$ cat config.mk
export PLATFORM = sky130hd
export DESIGN_NAME = calc_sequencer
export DESIGN_NICKNAME = d
export VERILOG_FILES = /design/src/rtl/calc_sequencer.sv
export SDC_FILE = /design/constraint.sdc
export NUM_CORES = 1
export LEC_CHECK = 0
export CAP_MARGIN = 15
export CELL_PAD_IN_SITES_DETAIL_PLACEMENT = 0
export CELL_PAD_IN_SITES_GLOBAL_PLACEMENT = 1
export CORE_ASPECT_RATIO = 1.25
export CORE_MARGIN = 4
export CORE_UTILIZATION = 32
export CTS_BUF_LIST = sky130_fd_sc_hd__clkbuf_4 sky130_fd_sc_hd__clkbuf_8
export DETAILED_ROUTE_END_ITERATION = 8
export PLACE_DENSITY_LB_ADDON = 0.1
export REMOVE_ABC_BUFFERS = 1
export SYNTH_ARGS = -nofsm -noshare
export SYNTH_HDL_FRONTEND = slang
export SYNTH_SLANG_ARGS = --single-unit
$ cat constraint.sdc
create_clock -name clk -period 2.72 [get_ports clk]
set_input_delay 0.272 -clock clk [delete_from_list [all_inputs] [get_ports clk]]
set_output_delay 0.272 -clock clk [all_outputs]
set_load 0.05 [all_outputs]
$ cat src/rtl/calc_sequencer.sv
// calc_sequencer
//   Keypad-driven operand/operation sequencer for a 4-function calculator.
//   It accepts one key code per handshake and latches operand A, the
//   operation and operand B. On equals it spends one EXEC cycle forming an
//   8-bit result. Add, sub and mul are computed here. Divide uses the
//   quotient and remainder from an external combinational divider. A
//   sticky divide-by-zero error flag is kept. A new operation can be
//   chained onto the previous result.
//
// Ports
//   clk, rst_n         clock, asynchronous active-low reset
//   key_valid/ready    key handshake; a key is accepted on valid && ready
//   key_code[4:0]      key code:
//                        00-0F digit, 10 add, 11 sub, 12 mul, 13 div,
//                        14 equals, 15 clear, 16-1F ignored (consumed)
//   div_a, div_b       dividend/divisor to the divider (registers a/b)
//   div_q, div_r       quotient/remainder from the divider
//   res[7:0]           registered result
//   res_valid          one-cycle pulse when res/err update
//   err                sticky divide-by-zero flag
//   busy               high while in EXEC
module calc_sequencer (
   input  logic       clk,
   input  logic       rst_n,
   input  logic       key_valid,
   input  logic [4:0] key_code,
   output logic       key_ready,
   output logic [3:0] div_a,
   output logic [3:0] div_b,
   input  logic [3:0] div_q,
   input  logic [3:0] div_r,
   output logic [7:0] res,
   output logic       res_valid,
   output logic       err,
   output logic       busy
);

   typedef enum logic [2:0] {S_A, S_OP, S_B, EXEC, DONE} state_t;

   state_t     state, state_nx;
   logic [3:0] a_q, a_nx, b_q, b_nx;
   logic [1:0] op_q, op_nx;
   logic       b_loaded_q, b_loaded_nx;
   logic [7:0] res_q, res_nx;
   logic       err_q, err_nx;
   logic       res_valid_q, res_valid_nx;

   logic       accept, is_digit, is_op, is_eq, is_clr;
   logic [4:0] sum;
   logic [7:0] diff, prod;

   assign accept   = key_valid && (state != EXEC);
   assign is_digit = ~key_code[4];
   assign is_op    = (key_code[4:2] == 3'b100);
   assign is_eq    = (key_code == 5'h14);
   assign is_clr   = (key_code == 5'h15);

   assign sum  = {1'b0, a_q} + {1'b0, b_q};
   assign diff = {4'b0000, a_q} - {4'b0000, b_q};
   assign prod = {4'b0000, a_q} * {4'b0000, b_q};

   always_ff @(posedge clk or negedge rst_n) begin
      if (!rst_n) begin
         state       <= S_A;
         a_q         <= '0;
         b_q         <= '0;
         op_q        <= '0;
         b_loaded_q  <= 1'b0;
         res_q       <= '0;
         err_q       <= 1'b0;
         res_valid_q <= 1'b0;
      end else begin
         state       <= state_nx;
         a_q         <= a_nx;
         b_q         <= b_nx;
         op_q        <= op_nx;
         b_loaded_q  <= b_loaded_nx;
         res_q       <= res_nx;
         err_q       <= err_nx;
         res_valid_q <= res_valid_nx;
      end
   end

   always_comb begin
      state_nx     = state;
      a_nx         = a_q;
      b_nx         = b_q;
      op_nx        = op_q;
      b_loaded_nx  = b_loaded_q;
      res_nx       = res_q;
      err_nx       = err_q;
      res_valid_nx = 1'b0;

      case (state)
         S_A: begin
            if (accept && is_digit) begin
               a_nx     = key_code[3:0];
               state_nx = S_OP;
            end
         end
         S_OP: begin
            if (accept && is_digit) begin
               a_nx = key_code[3:0];
            end else if (accept && is_op) begin
               op_nx       = key_code[1:0];
               b_loaded_nx = 1'b0;
               state_nx    = S_B;
            end
         end
         S_B: begin
            if (accept && is_digit) begin
               b_nx        = key_code[3:0];
               b_loaded_nx = 1'b1;
            end else if (accept && is_op) begin
               op_nx = key_code[1:0];
            end else if (accept && is_eq && b_loaded_q) begin
               state_nx = EXEC;
            end
         end
         EXEC: begin
            res_valid_nx = 1'b1;
            err_nx       = 1'b0;
            state_nx     = DONE;
            case (op_q)
               2'b00: res_nx = {3'b000, sum};
               2'b01: res_nx = diff;
               2'b10: res_nx = prod;
               default: begin
                  if (b_q == 4'h0) begin
                     res_nx = '0;
                     err_nx = 1'b1;
                  end else begin
                     res_nx = {div_r, div_q};
                  end
               end
            endcase
         end
         DONE: begin
            if (accept && is_digit) begin
               a_nx     = key_code[3:0];
               err_nx   = 1'b0;
               state_nx = S_OP;
            end else if (accept && is_op && !err_q) begin
               // Chain: the low nibble of the previous result becomes A.
               a_nx        = res_q[3:0];
               op_nx       = key_code[1:0];
               b_loaded_nx = 1'b0;
               state_nx    = S_B;
            end
         end
         default: state_nx = S_A;
      endcase

      // Clear overrides every per-state action; accept is never set in EXEC.
      if (accept && is_clr) begin
         a_nx        = '0;
         b_nx        = '0;
         op_nx       = '0;
         b_loaded_nx = 1'b0;
         res_nx      = '0;
         err_nx      = 1'b0;
         state_nx    = S_A;
      end
   end

   assign key_ready = (state != EXEC);
   assign busy      = (state == EXEC);
   assign div_a     = a_q;
   assign div_b     = b_q;
   assign res       = res_q;
   assign err       = err_q;
   assign res_valid = res_valid_q;

endmodule

After elaboration in Yosys (flattened, before gate mapping)
Index checks and enable logic that the tools add are counted.

Register bits after elaboration: 24. Bits in latches: 0. RAM bits: 0. Memory bits (read-only): 0. Output and inout port bits: 20. Logic and storage cells: 103. Memories kept: 0.

$add $sub $neg: 2. Multipliers: 1. Divide/modulo/power cells: 0. Order comparisons: 0. Equal/unequal tests: 24. Shifts and indexed selects: 0. Muxes and demuxes: 40. Bitwise logic cells: 1. Reduce and logical (&&, ||, !) cells: 27.

Operators with widths (count): 3-bit != test, second input constant (10); 3-bit two-way mux (9); 4-bit two-way mux (6); 8-bit two-way mux (3); 8-bit case mux with 3 select lines (1); 3-bit case mux with 5 select lines (1); 1-bit two-way mux (11); 5-bit equality test, second input constant (2); 2-bit two-way mux (5); 3-bit nonzero test (3); 4-bit by 4-bit multiplier with 8-bit output (1); 4-bit case mux with 2 select lines (1); 1-bit logical AND (7); 7-bit AND reduction (1); 3-bit by 2-bit equality test with 1-bit output, second input constant (2); 3-bit equality test, second input constant (2); 3-bit by 1-bit != test with 1-bit output, second input constant (2); 3-bit by 2-bit != test with 1-bit output, second input constant (2); 6-bit AND reduction (1); 2-bit nonzero test (3); 4-bit by 4-bit adder with 5-bit output (1); 5-bit AND reduction (1); 4-bit by 4-bit subtractor with 5-bit output (1); 4-bit logical NOT (1); other kinds (16) (18).

Depth between registers and ports, before layout
Word-level depth: 9. Depth in mapped cells: 11.

Worst setup path before layout
OpenSTA, ideal clock, no wires.

Path kind: flip-flop to flip-flop. From: register a_q[1], in the netlist div_a[1]. To: register res_q[6], in the netlist res[6]. Library setup time: 0.122 ns. Arrival time: 3.107 ns. Required time: 2.598 ns. Setup slack: -0.509 ns. Cell stages (with the launch flop): 11. Period minus slack after synthesis: 3.229 ns. Cell sequence: dfrtp_1 -> nand2_1 -> fa_1 -> inv_1 -> fa_1 -> inv_1 -> fa_1 -> nand2b_1 -> a21oi_1 -> mux2i_1 -> a32o_1.

Word-level cells in the longest chain between the ends: 4.

RTL lines: start: declaration (RTL line 41) `logic [3:0] a_q, a_nx, b_q, b_nx;`; start signal: assignment (RTL line 74) `a_q <= a_nx;`; 4-bit by 4-bit multiplier with 8-bit output or 4-bit by 4-bit subtractor with 5-bit output (tied branches) (RTL line 60, 59); 8-bit case mux with 3 select lines (*) (RTL line 124) `case (op_q)`; 8-bit two-way mux (*) (RTL line 94) `case (state)`; 8-bit two-way mux (*) (RTL line 155) `if (accept && is_clr) begin`; end signal: assignment (RTL line 78) `res_q <= res_nx;`; end: declaration (RTL line 44) `logic [7:0] res_q, res_nx;`.

Every way passes the cells marked *; elsewhere a longest branch is shown, timed or not. The select of a mux whose other input is x is not followed. A chain may end at the register's enable or synchronous reset.

Final worst setup path
From: register b_q[1], in the netlist div_b[1]. To: register res_q[6], in the netlist res[6].

Word-level cells in the longest chain between the ends: 5.

RTL lines: start: declaration (RTL line 41); start signal: assignment (RTL line 75) `b_q <= b_nx;`; parallel branches: the longest is 2 deep, another holds 4-bit by 4-bit multiplier with 8-bit output; 8-bit case mux with 3 select lines (*) (RTL line 124); 8-bit two-way mux (*) (RTL line 94); 8-bit two-way mux (*) (RTL line 155).

Every way passes the cells marked *. The select of a mux whose other input is x is not followed.

==> flow_summary.html <==
<table>
<tr><th>Metric</th><th>Value</th></tr>
<tr><th colspan="2">Critical path</th></tr>
<tr><td>Maximum fanout along the worst path</td><td>2</td></tr>
<tr><td>Req. time, crit path</td><td>roughly 2.9 ns</td></tr>
<tr><td>Critical path class</td><td>register to register</td></tr>
<tr><td>CP Data Arrival Time</td><td>2.90 ns</td></tr>
<tr><td>Maximum single-stage delay on the critical path</td><td>about 0.55 ns</td></tr>
<tr><td>CP cell instances</td><td>nand2_2, fa_1, inv_2, fa_1, inv_2, fa_2, nand2b_4, a21oi_2, mux2i_1, a32o_1</td></tr>
<tr><td>Kind of end point of the critical path</td><td>register</td></tr>
<tr><td>Type of origin of the critical path</td><td>register</td></tr>
<tr><td>Cell at the slowest stage of the critical path</td><td>sky130_fd_sc_hd__fa_1</td></tr>
<tr><td>R2R Setup Slk</td><td>-0.01 ns</td></tr>
<tr><th colspan="2">Timing</th></tr>
<tr><td>Endpoints failing hold</td><td>0</td></tr>
<tr><td>Unrepaired setup endpoints after global routing</td><td>yes</td></tr>
<tr><td>Relative slew slack</td><td>53.43%</td></tr>
<tr><td>Number of setup violations in the final report</td><td>1</td></tr>
<tr><td>Max-slew violation total from the final report</td><td>0</td></tr>
<tr><td>Achievable Freq</td><td>365.7 MHz</td></tr>
<tr><td>Fin crit period</td><td>2.735 ns</td></tr>
<tr><td>Setup slack of the critical path after layout</td><td>-0.01464 ns</td></tr>
<tr><td>Layout Skew</td><td>0.007090 ns</td></tr>
<tr><td>Fin crit share</td><td>100.5%</td></tr>
<tr><td>Transition time at the pin with the least slew margin</td><td>0.6986 ns</td></tr>
<tr><th colspan="2">Cells and area</th></tr>
<tr><td>Final Non-Filler Cells</td><td>around 410</td></tr>
<tr><td>Number of antenna repair diodes</td><td>0</td></tr>
<tr><td>Fraction of final layout cells with drive strength greater than 1</td><td>about a fifth</td></tr>
<tr><td>Leading cell types in the layout, fill and taps excluded</td><td>sky130_fd_sc_hd__clkdlybuf4s50_1 (35), sky130_fd_sc_hd__buf_4 (29), sky130_fd_sc_hd__dfrtp_1 (24), sky130_fd_sc_hd__nand2_1 (22), sky130_fd_sc_hd__nor2_1 (21)</td></tr>
<tr><td>Layout Nets</td><td>362</td></tr>
<tr><td>Synth-to-layout area growth</td><td>29.37%</td></tr>
<tr><td>Commonest non-fill, non-tap cell in the layout</td><td>sky130_fd_sc_hd__clkdlybuf4s50_1</td></tr>
<tr><td>Finished Core Util</td><td>~42%</td></tr>
<tr><th colspan="2">Place</th></tr>
<tr><td>Hpwl dp</td><td>5.844 mm</td></tr>
<tr><td>Number of buffers added on ports</td><td>35</td></tr>
<tr><td>Cells after DPL</td><td>407</td></tr>
<tr><td>Setup slack at placement</td><td>-0.1526 ns</td></tr>
<tr><td>Routability congestion estimate from global placement</td><td>between 0.8 and 0.9</td></tr>
<tr><th colspan="2">Synth</th></tr>
<tr><td>Top flip-flop cell by instance count after synthesis</td><td>sky130_fd_sc_hd__dfrtp_1</td></tr>
<tr><td>Flops &amp; latches, synth</td><td>24</td></tr>
<tr><td>Xor-xnor portion of the synthesized cell area</td><td>less than 1%</td></tr>
<tr><td>Register area share after synthesis</td><td>~25%</td></tr>
<tr><td>Gate count after technology mapping</td><td>263</td></tr>
<tr><td>Fraction of the mapped netlist area in adder cells</td><td>between 10% and 20%</td></tr>
<tr><td>Async set-reset flop share out of synthesis</td><td>100.0%</td></tr>
<tr><td>Count of yosys warnings during synthesis</td><td>0</td></tr>
<tr><td>Compound-cell area share of the yosys netlist</td><td>about 24%</td></tr>
<tr><td>Number of distinct library cells after synthesis</td><td>68</td></tr>
<tr><td>Post-synth design cell area</td><td>about 2400 um2</td></tr>
<tr><td>Post-synthesis area per instance</td><td>approximately 9.1 um2</td></tr>
<tr><td>Basic-gate share of the synthesized area counting and, or, nand and nor cells</td><td>23.18%</td></tr>
<tr><td>Number of synthesized flops with an enable pin</td><td>0</td></tr>
<tr><td>Multiplexer fraction of the synthesized cell area</td><td>approximately 5.7%</td></tr>
<tr><td>Combinational family with the most area after synthesis</td><td>compound AO/OA/AOI/OAI gates</td></tr>
<tr><th colspan="2">Clocking</th></tr>
<tr><td>CTS buffer count</td><td>3</td></tr>
<tr><td>Clock transition at the register clock pins on the worst setup and hold paths after CTS</td><td>approximately 0.090 ns</td></tr>
<tr><td>Clock latency of the later-clocked register in the worst-skew pair</td><td>0.27 ns</td></tr>
<tr><td>CTS hold repair buffers</td><td>0</td></tr>
<tr><td>Root buffer cell</td><td>sky130_fd_sc_hd__clkbuf_8</td></tr>
<tr><td>Maximum number of buffers from clock root to sink</td><td>2</td></tr>
<tr><td>Post-CTS Setup Repair Bufs</td><td>0</td></tr>
<tr><td>TritonCTS clock tree</td><td>yes</td></tr>
<tr><td>Max H-tree Level</td><td>1</td></tr>
<tr><td># clock sinks</td><td>24</td></tr>
<tr><th colspan="2">Outcome</th></tr>
<tr><td>Outcome</td><td>finished, violations left</td></tr>
<tr><td>Failing checks</td><td>negative setup slack</td></tr>
<tr><th colspan="2">Min path</th></tr>
<tr><td>Hold Crit Class</td><td>input pin to async pin</td></tr>
<tr><th colspan="2">Route</th></tr>
<tr><td>Wirelength, routed</td><td>about 7.4 mm</td></tr>
<tr><td>Iter 0 DRT Violations</td><td>90</td></tr>
<tr><td>DRC violation count after routing</td><td>0</td></tr>
<tr><td>TritonRoute pass-1 iters</td><td>4</td></tr>
<tr><td>Final ANT Viol Nets</td><td>0</td></tr>
<tr><td>Via count normalized by instance count</td><td>5.360</td></tr>
<tr><td>Vias after detailed routing</td><td>approximately 2200</td></tr>
<tr><td>Routed length per instance</td><td>approximately 18 um</td></tr>
<tr><th colspan="2">GRT</th></tr>
<tr><td>Tot GR Track Use</td><td>approximately 17%</td></tr>
<tr><td>Antenna violations before repair</td><td>0</td></tr>
<tr><td>Total gr overflow</td><td>0</td></tr>
<tr><td>Via count of the first global-routing pass</td><td>around 2200</td></tr>
<tr><td>Pin count of the biggest net entering global routing</td><td>25</td></tr>
<tr><td>Wire length of the first global-routing pass</td><td>11.94 mm</td></tr>
<tr><th colspan="2">Power and ir drop</th></tr>
<tr><td>Power share of the sequential group</td><td>a little under a fifth</td></tr>
<tr><td>P_leak</td><td>about 1.3 nW</td></tr>
<tr><td>Post-layout power</td><td>a little over 4 mW</td></tr>
<tr><td>Internal power summed over all cells</td><td>1.964 mW</td></tr>
<tr><td>Total net switching power</td><td>2.086 mW</td></tr>
<tr><td>Switching portion of total power</td><td>around half</td></tr>
<tr><td>Combinational Power Share</td><td>about three quarters</td></tr>
<tr><td>Ratio of total power to cell area</td><td>1303 nW/um2</td></tr>
<tr><td>Share of power burned in the clock network</td><td>6.2%</td></tr>
<tr><td>Peak supply drop</td><td>about 570 uV</td></tr>
<tr><th colspan="2">Floorplanning</th></tr>
<tr><td>Die Outline Area</td><td>8966 um2</td></tr>
<tr><td>I/O pin cnt</td><td>36</td></tr>
<tr><td>Chip height</td><td>104.9 um</td></tr>
<tr><td>Cell row count</td><td>35</td></tr>
<tr><td>Placeable Area</td><td>between 7000 and 8000 um2</td></tr>
<tr><td>Initial Util</td><td>around a third</td></tr>
<tr><td>Die Wd</td><td>roughly 85 um</td></tr>
<tr><th colspan="2">Flow run</th></tr>
<tr><td>Max-capacitance violation count</td><td>0</td></tr>
</table>
-- flip-flops by register name (all words and copies together), names as in the netlist --
| signal | count |
|---|---|
| b_loaded_q | 1 |
| div_a | 4 |
| div_b | 4 |
| err | 1 |
| op_q | 2 |
| res | 8 |
| res_valid | 1 |
| state | 3 |
-- final timing paths --
| kind | from | cells past startpoint | end |
|---|---|---|---|
| setup / recovery | div_b[1]$_DFFE_PN0P_ | 10 | res[6]$_DFFE_PN0P_ |
| hold / removal | rst_n | 2 | res[0]$_DFFE_PN0P_ |
| setup reg to reg | div_b[1]$_DFFE_PN0P_ | 10 | res[6]$_DFFE_PN0P_ |
| hold reg to reg | res[5]$_DFFE_PN0P_ | 2 | res[5]$_DFFE_PN0P_ |
| max in group asynchronous | rst_n | 2 | res_valid$_DFF_PN0_ |
| min in group clk | res[5]$_DFFE_PN0P_ | 2 | res[5]$_DFFE_PN0P_ |
-- kinds of logic after synthesis --
| group | Yosys count |
|---|---|
| AO/OA/AOI/OAI | 78 |
| XOR/XNOR | 1 |
| adder cells (fa/ha/maj) | 26 |
| buffers and inverters | 28 |
| flip-flops | 24 |
| multiplexers | 10 |
| AND/OR/NAND/NOR | 96 |
-- metrics by stage --
stage	setup TNS (ns)	hold slack [ns]	cell area [um2]
2_1_floorplan	-1.942	-0.02359	2316
3_3_place_gp	-0.2068	0.4832	2999
3_5_place_dp	-0.3037	0.4758	2999
4_1_cts	-0.002142	0.3653	3070
5_1_grt	-0.1527	0.3984	3108
6_report	-0.01464	0.3508	3108
-- power by group through the flow --
| stage | logic (mW) | registers [mW] | clock network [mW] |
|---|---|---|---|
| floorplan | 1.34 | 1.22 | 0 |
| global placement | 2.95 | 0.737 | 0 |
| detailed placement | 2.93 | 0.734 | 0 |
| CTS | 2.98 | 0.729 | 0.257 |
| global route | 3.34 | 0.765 | 0.266 |
| finish | 3.07 | 0.732 | 0.251 |
-- cells in the mapped netlist (all sizes together) (3+ instances only) --
library cell,count,area [um2]
a2111oi,3,26.28
a21o,4,30.03
a21oi,16,83.83
a22o,3,26.28
a31oi,4,46.29
and2,7,43.79
and2b,4,30.03
and3b,3,26.28
buf,9,75.06
clkbuf,3,11.26
dfrtp,24,600.6
fa,6,120.1
ha,20,250.2
inv,16,60.06
mux2,7,93.84
nand2,24,90.09
nand2b,7,43.79
nand3,5,25.02
nand3b,4,33.78
nor2,21,78.83
nor2b,5,31.28
nor3,3,20.02
o21ai,18,90.09
o31ai,4,30.03
-- layout make-up --
class | instances | area, um2
multi-input combinational | 211 | 1709
fill | 752 | 4249
clock buffer | 4 | 55.05
timing repair buffer | 64 | 568.0
tap | 92 | 115.1
sequential | 24 | 600.6
inverter | 16 | 60.06
-- worst max-delay path: cells and delay by family, from the launching register on --
kind | cells | cell delay, ns
DFF | 1 | 0.37
and+or+nand+nor | 2 | 0.22
AOI/OAI and AO/OA | 2 | 0.39
buffers and inverters | 2 | 0.09
adders and majority gates | 3 | 1.46
muxes | 1 | 0.09
-- metal layers --
metal | global-route usage (%) | vias up | part of all wire, %
met3 | 2.050 | 14 | 2.8
met2 | 29.67 | 44 | 52
met4 | 5.769 | 0 | 2.4
li1 | - | 1073 | -
met1 | 20.36 | 1072 | 43
met5 | 0 | - | 0
-- repair_timing --
action	in CTS	in global routing
gates resized for setup	7	8
setup endpoints to repair	5	5
pin swaps	3	10
cloned	0	0
Power figures use the tool's default switching activity.
==> RTL edit 1, RTL diff (config.mk and constraints unchanged) <==
Reset style: synchronous (`rst_n`), changed in one clocked block. Comments in the files are not updated.
--- a/src/rtl/calc_sequencer.sv
+++ b/src/rtl/calc_sequencer.sv
@@ -59,7 +59,7 @@
    assign diff = {4'b0000, a_q} - {4'b0000, b_q};
    assign prod = {4'b0000, a_q} * {4'b0000, b_q};
 
-   always_ff @(posedge clk or negedge rst_n) begin
+   always_ff @(posedge clk) begin
       if (!rst_n) begin
          state       <= S_A;
          a_q         <= '0;
Function: differs if rst_n is asserted again (counterexample within 4 cycles, from zero or initial values and one cycle with rst_n low); with rst_n held inactive, the same outputs for 10 cycles.
==> RTL edit 1 against the original RTL <==
  * Sequential cell count unchanged
  * Design area is 17% lower
  * Cell count shrank 13%
  * Setup slack gained 93 ps
  * Area after synthesis shrank 19%
  * Routed wire length shrank 24%
Power is left out: it rests on default switching activity, and per cell area and clock period it moved more than threefold.
==> RTL edit 1: results (changes against the original RTL) <==
stage,metric,value,unit,change
grt,first-pass GRT wire length,9108,µm,-24%
logic_synthesis,"FFs w/ async S/R, synth",0,%,-100 points
logic_synthesis,"top cells by area, synth","dfxtp_1 25%, ha_1 13%, a21oi_1 6.4%",,
grt,Total GRT Usage,15.96,%,-0.72 points
layout,buffers outside the clock class,47,,-27%
layout,FILL cells,596,,-21%
logic_synthesis,library cells used by synthesis,49,,-28%
route,via count,1798,,-18%
logic_synthesis,Ys Warns,0,,unchanged
layout,Multi-In Gates,182,,-14%
route,Total Wirelength,5659,µm,-24%
layout,max reg flops,8,,unchanged
layout,Layout Nets,317,,-12%
layout,register area,485.5,µm²,-19%
logic_synthesis,list of most frequent post-synthesis cells,"30 x nor2_1, 25 x a21oi_1, 24 x dfxtp_1, 20 x ha_1, 19 x nand2_1",,
sta,Fin Clk Skew,5.733,ps,-1.357 ps
logic_synthesis,Synth Instances,231,,-12%
clock_network,Worst-Skew Late Latency,270,ps,about the same
critical_path,"Largest delay share family, worst path",adder cells,,
placement,DP HPWL,4472,µm,-23%
min_path,hold crit path type,register to register,,
layout,clock buffer count,4,,unchanged
logic_synthesis,register area share after synthesis,24.74,%,-0.26 points
layout,Inserted Diodes,0,,unchanged
critical_path,Setup CP Type,register to register,,
placement,routability congestion estimate,0.8537,,+6.5%
placement,# port buffers,35,,unchanged
clock_network,Clock Sinks,24,,unchanged
layout,Non-clock buffer share,17.36,%,-0.92 points
job,reported max-cap violation count,0,,unchanged
grt,vias in the first global route,1740,,-22%
clock_network,post-CTS setup buffer count,0,,unchanged
clock_network,CTS Buf Count,3,,unchanged
critical_path,CP Max Fanout,2,,unchanged
layout,clock-cell share of area,2.145,%,+0.37 points
grt,largest net degree at the start of global routing,23,,-8.0%
route,Routed WL per cell,15.90,µm,-12%
sta,max_slew headroom,59.57,%,+6.1 points
layout,Inverters excl. clock,17,,+1
layout,"Core Util, Final",43.82,%,+1.6 points
route,drt first pass iters,4,,unchanged
layout,multi-input combinational area share,55.10,%,+0.10 points
critical_path,critical path data arrival time,2850,ps,-50 ps
clock_network,Worst-path clk slew,90,ps,about the same
placement,placement-stage cell area,0.002442,mm²,-19%
placement,DP Worst Slack,-128.3,ps,+24.29 ps
critical_path,"slowest stage delay, CP",550,ps,about the same
grt,antenna violations before repair,0,,unchanged
clock_network,CTS root buf,clkbuf_8,,
critical_path,r2r startpoint,div_a[1]$_SDFFE_PP0P_,,
run_status,outcome,completed,,
layout,ratio of cells with drive above 1 in the final layout,16.06,%,-4.0 points
placement,placed cell count,352,,-14%
route,DR iter-0 viols,84,,-6.7%
==> RTL edit 1: cell count changes in the layout (fill, tap and decap cells not counted), sizes merged, moves of 4 or more <==
| cell | unedited run | this run |
|---|---|---|
| a211oi | 1 | 8 |
| a21oi | 16 | 25 |
| buf | 29 | 13 |
| dfrtp | 24 | 0 |
| dfxtp | 0 | 24 |
| mux2 | 7 | 0 |
| mux2i | 2 | 9 |
| nand2 | 24 | 19 |
| nand2b | 7 | 3 |
| nor2 | 21 | 31 |
| o21ai | 18 | 6 |
| o31ai | 4 | 0 |
==> RTL edit 1: worst min-delay path: cells and delay by family (launching register included) <==
family | cells | cell delay (ps)
compound gates | 1 | 50
flops | 1 | 330
simple gates | 1 | 50
==> RTL edit 1: logic make-up after synthesis <==
group / count (synthesis) / share of synthesized area [%]
AND/OR/NAND/NOR: 84 / 22.55
AO/OA/AOI/OAI: 56 / 19.78
adder cells (fa/ha/maj): 26 / 19.07
buffers and inverters: 25 / 5.348
flip-flops: 24 / 24.74
multiplexers: 10 / 5.799
XOR/XNOR: 6 / 2.707
==> RTL edit 1: per-layer routing <==
metal	GRT usage (%)	wire [µm]	vias up
li1	-	-	902
met4	4.599	78	0
met3	2.268	178	6
met5	0	0	-
met1	21.42	2648	854
met2	26.64	2753	36
==> RTL edit 1: repair_timing <==
item / 4_1_cts / 5_1_grt
cloned: 0 / 0
setup endpoints to repair: 5 / 5
gates resized for setup: 8 / 13
pin swaps: 7 / 7
==> RTL edit 1: worst paths after layout <==
check             slack (ps)             endpoint  cells past startpoint
hold reg to reg          480  res[0]$_SDFFE_PP0P_                      2
hold / removal           480  res[0]$_SDFFE_PP0P_                      2
setup reg to reg          80  res[3]$_SDFFE_PP0P_                     11
setup / recovery          80  res[3]$_SDFFE_PP0P_                     11
==> RTL edit 2, RTL diff (config.mk and constraints unchanged) <==
Without the edit above. `res_q` no longer has a reset.
--- a/src/rtl/calc_sequencer.sv
+++ b/src/rtl/calc_sequencer.sv
@@ -66,7 +66,6 @@
          b_q         <= '0;
          op_q        <= '0;
          b_loaded_q  <= 1'b0;
-         res_q       <= '0;
          err_q       <= 1'b0;
          res_valid_q <= 1'b0;
       end else begin
@@ -75,10 +74,13 @@
          b_q         <= b_nx;
          op_q        <= op_nx;
          b_loaded_q  <= b_loaded_nx;
-         res_q       <= res_nx;
          err_q       <= err_nx;
          res_valid_q <= res_valid_nx;
       end
+   end
+
+   always_ff @(posedge clk) begin
+      res_q <= res_nx;
    end
 
    always_comb begin
Formal check against the unedited RTL: differs if rst_n is asserted again (counterexample within 10 cycles, from zero or initial values and one cycle with rst_n low); with rst_n held inactive, the same outputs for 10 cycles.
==> RTL edit 2 against the original RTL <==
  * The flow still finishes with violations (negative setup slack)
  * Sequential share of layout area rose by 1.8 points
  * Global-route usage shrank 0.62 points
  * Design area shrank 15%
  * Clock power about the same
  * Setup slack gained 8.8 ps
  * Area after synthesis shrank 17%
  * Critical endpoint is now res[7]$_SDFFE_PP0P_
  * Core utilization increased by 2.5 points
  * Total power is 19% lower
  * Sequential power is 8.2% lower
  * Routed wire length fell by 21%
  * Sequential cell count is the same
  * Combinational power shrank 22%
==> RTL edit 2: results (changes against the original RTL) <==
stage,metric,value,unit,change
route,DR iter-0 viols,57,,-37%
placement,DP Worst Slack,-99.64,ps,+52.94 ps
route,Routed WL per cell,15.63,µm,-13%
placement,placed cell count,370,,-9.1%
sta,min Tclk post-route,2726,ps,-8.836 ps
logic_synthesis,syn_area_per_cell,8.272,µm²,-9.4%
sta,setup ws final,-5.804,ps,+8.836 ps
layout,Layout Nets,335,,-7.5%
sta,Fin Setup TNS,-5.804,ps,+8.836 ps
critical_path,critical path data arrival time,2930,ps,+30 ps
sta,"Setup violations, final",1,,unchanged
layout,ratio of cells with drive above 1 in the final layout,14.04,%,-6.0 points
grt,first-pass GRT wire length,9446,µm,-21%
critical_path,R2R depth,11,,+1
grt,met1 usage,20.15,%,-0.21 points
critical_path,worst flop-to-flop path endpoint,res[7]$_SDFFE_PP0P_,,
clock_network,post-cts resize count,5,,-2
power,worst vdd ir,0.0006147,V,+7.6%
run_status,failing checks,negative setup slack,,
route,M1 wire length,2552,µm,-19%
logic_synthesis,"top cells by area, synth","dfrtp_1 20%, ha_1 13%, dfxtp_1 8.0%",,
route,met2 WL,3074,µm,-20%
grt,met3 Use GR,1.484,%,-0.57 points
logic_synthesis,xor/xnor share of the synthesized area,2.188,%,+1.8 points
logic_synthesis,Synth Area in Compound Gates,21.75,%,-2.5 points
power,Static Leak,1.206,nW,-8.7%
logic_synthesis,library cells used by synthesis,44,,-35%
route,WL met3,185,µm,-12%
run_status,outcome,finished with violations,,
sta,final hold slack,441.7,ps,+90.96 ps
logic_synthesis,mux cell area share after synthesis,3.500,%,-2.2 points
RTL edit 2: cell count changes after synthesis, sizes merged, moves of 7 or more:
cell	delta
dfxtp	+8
nand2	+8
o22ai	+7
o21ai	-7
buf	-7
dfrtp	-8
mux2	-7
RTL edit 2: worst max-delay path, delay by kind of cell, from the launching register on:
kind            cells  cell delay [ps]
fa+ha+maj           3             1380
compound gates      4              580
flops               1              370
mux                 1              160
simple gates        2              130
buf+inv             1               40
RTL edit 2: final cells by class:
type / count / area (µm²) / share of cell area [%]
multi-input cells: 190 / 1375 / 51.79
repair buffers: 53 / 483.0 / 18.19
inverters: 21 / 78.83 / 2.969
clock buffers: 4 / 55.05 / 2.074
well taps: 82 / 102.6 / 3.864
flip-flops and latches: 24 / 560.5 / 21.11
RTL edit 2: power breakdown:
part / total (mW) / leakage, nW / internal [mW] / switching, mW
clock network: 0.250 / 0.0288 / 0.129 / 0.121
registers: 0.672 / 0.273 / 0.518 / 0.154
logic: 2.38 / 0.904 / 0.965 / 1.41
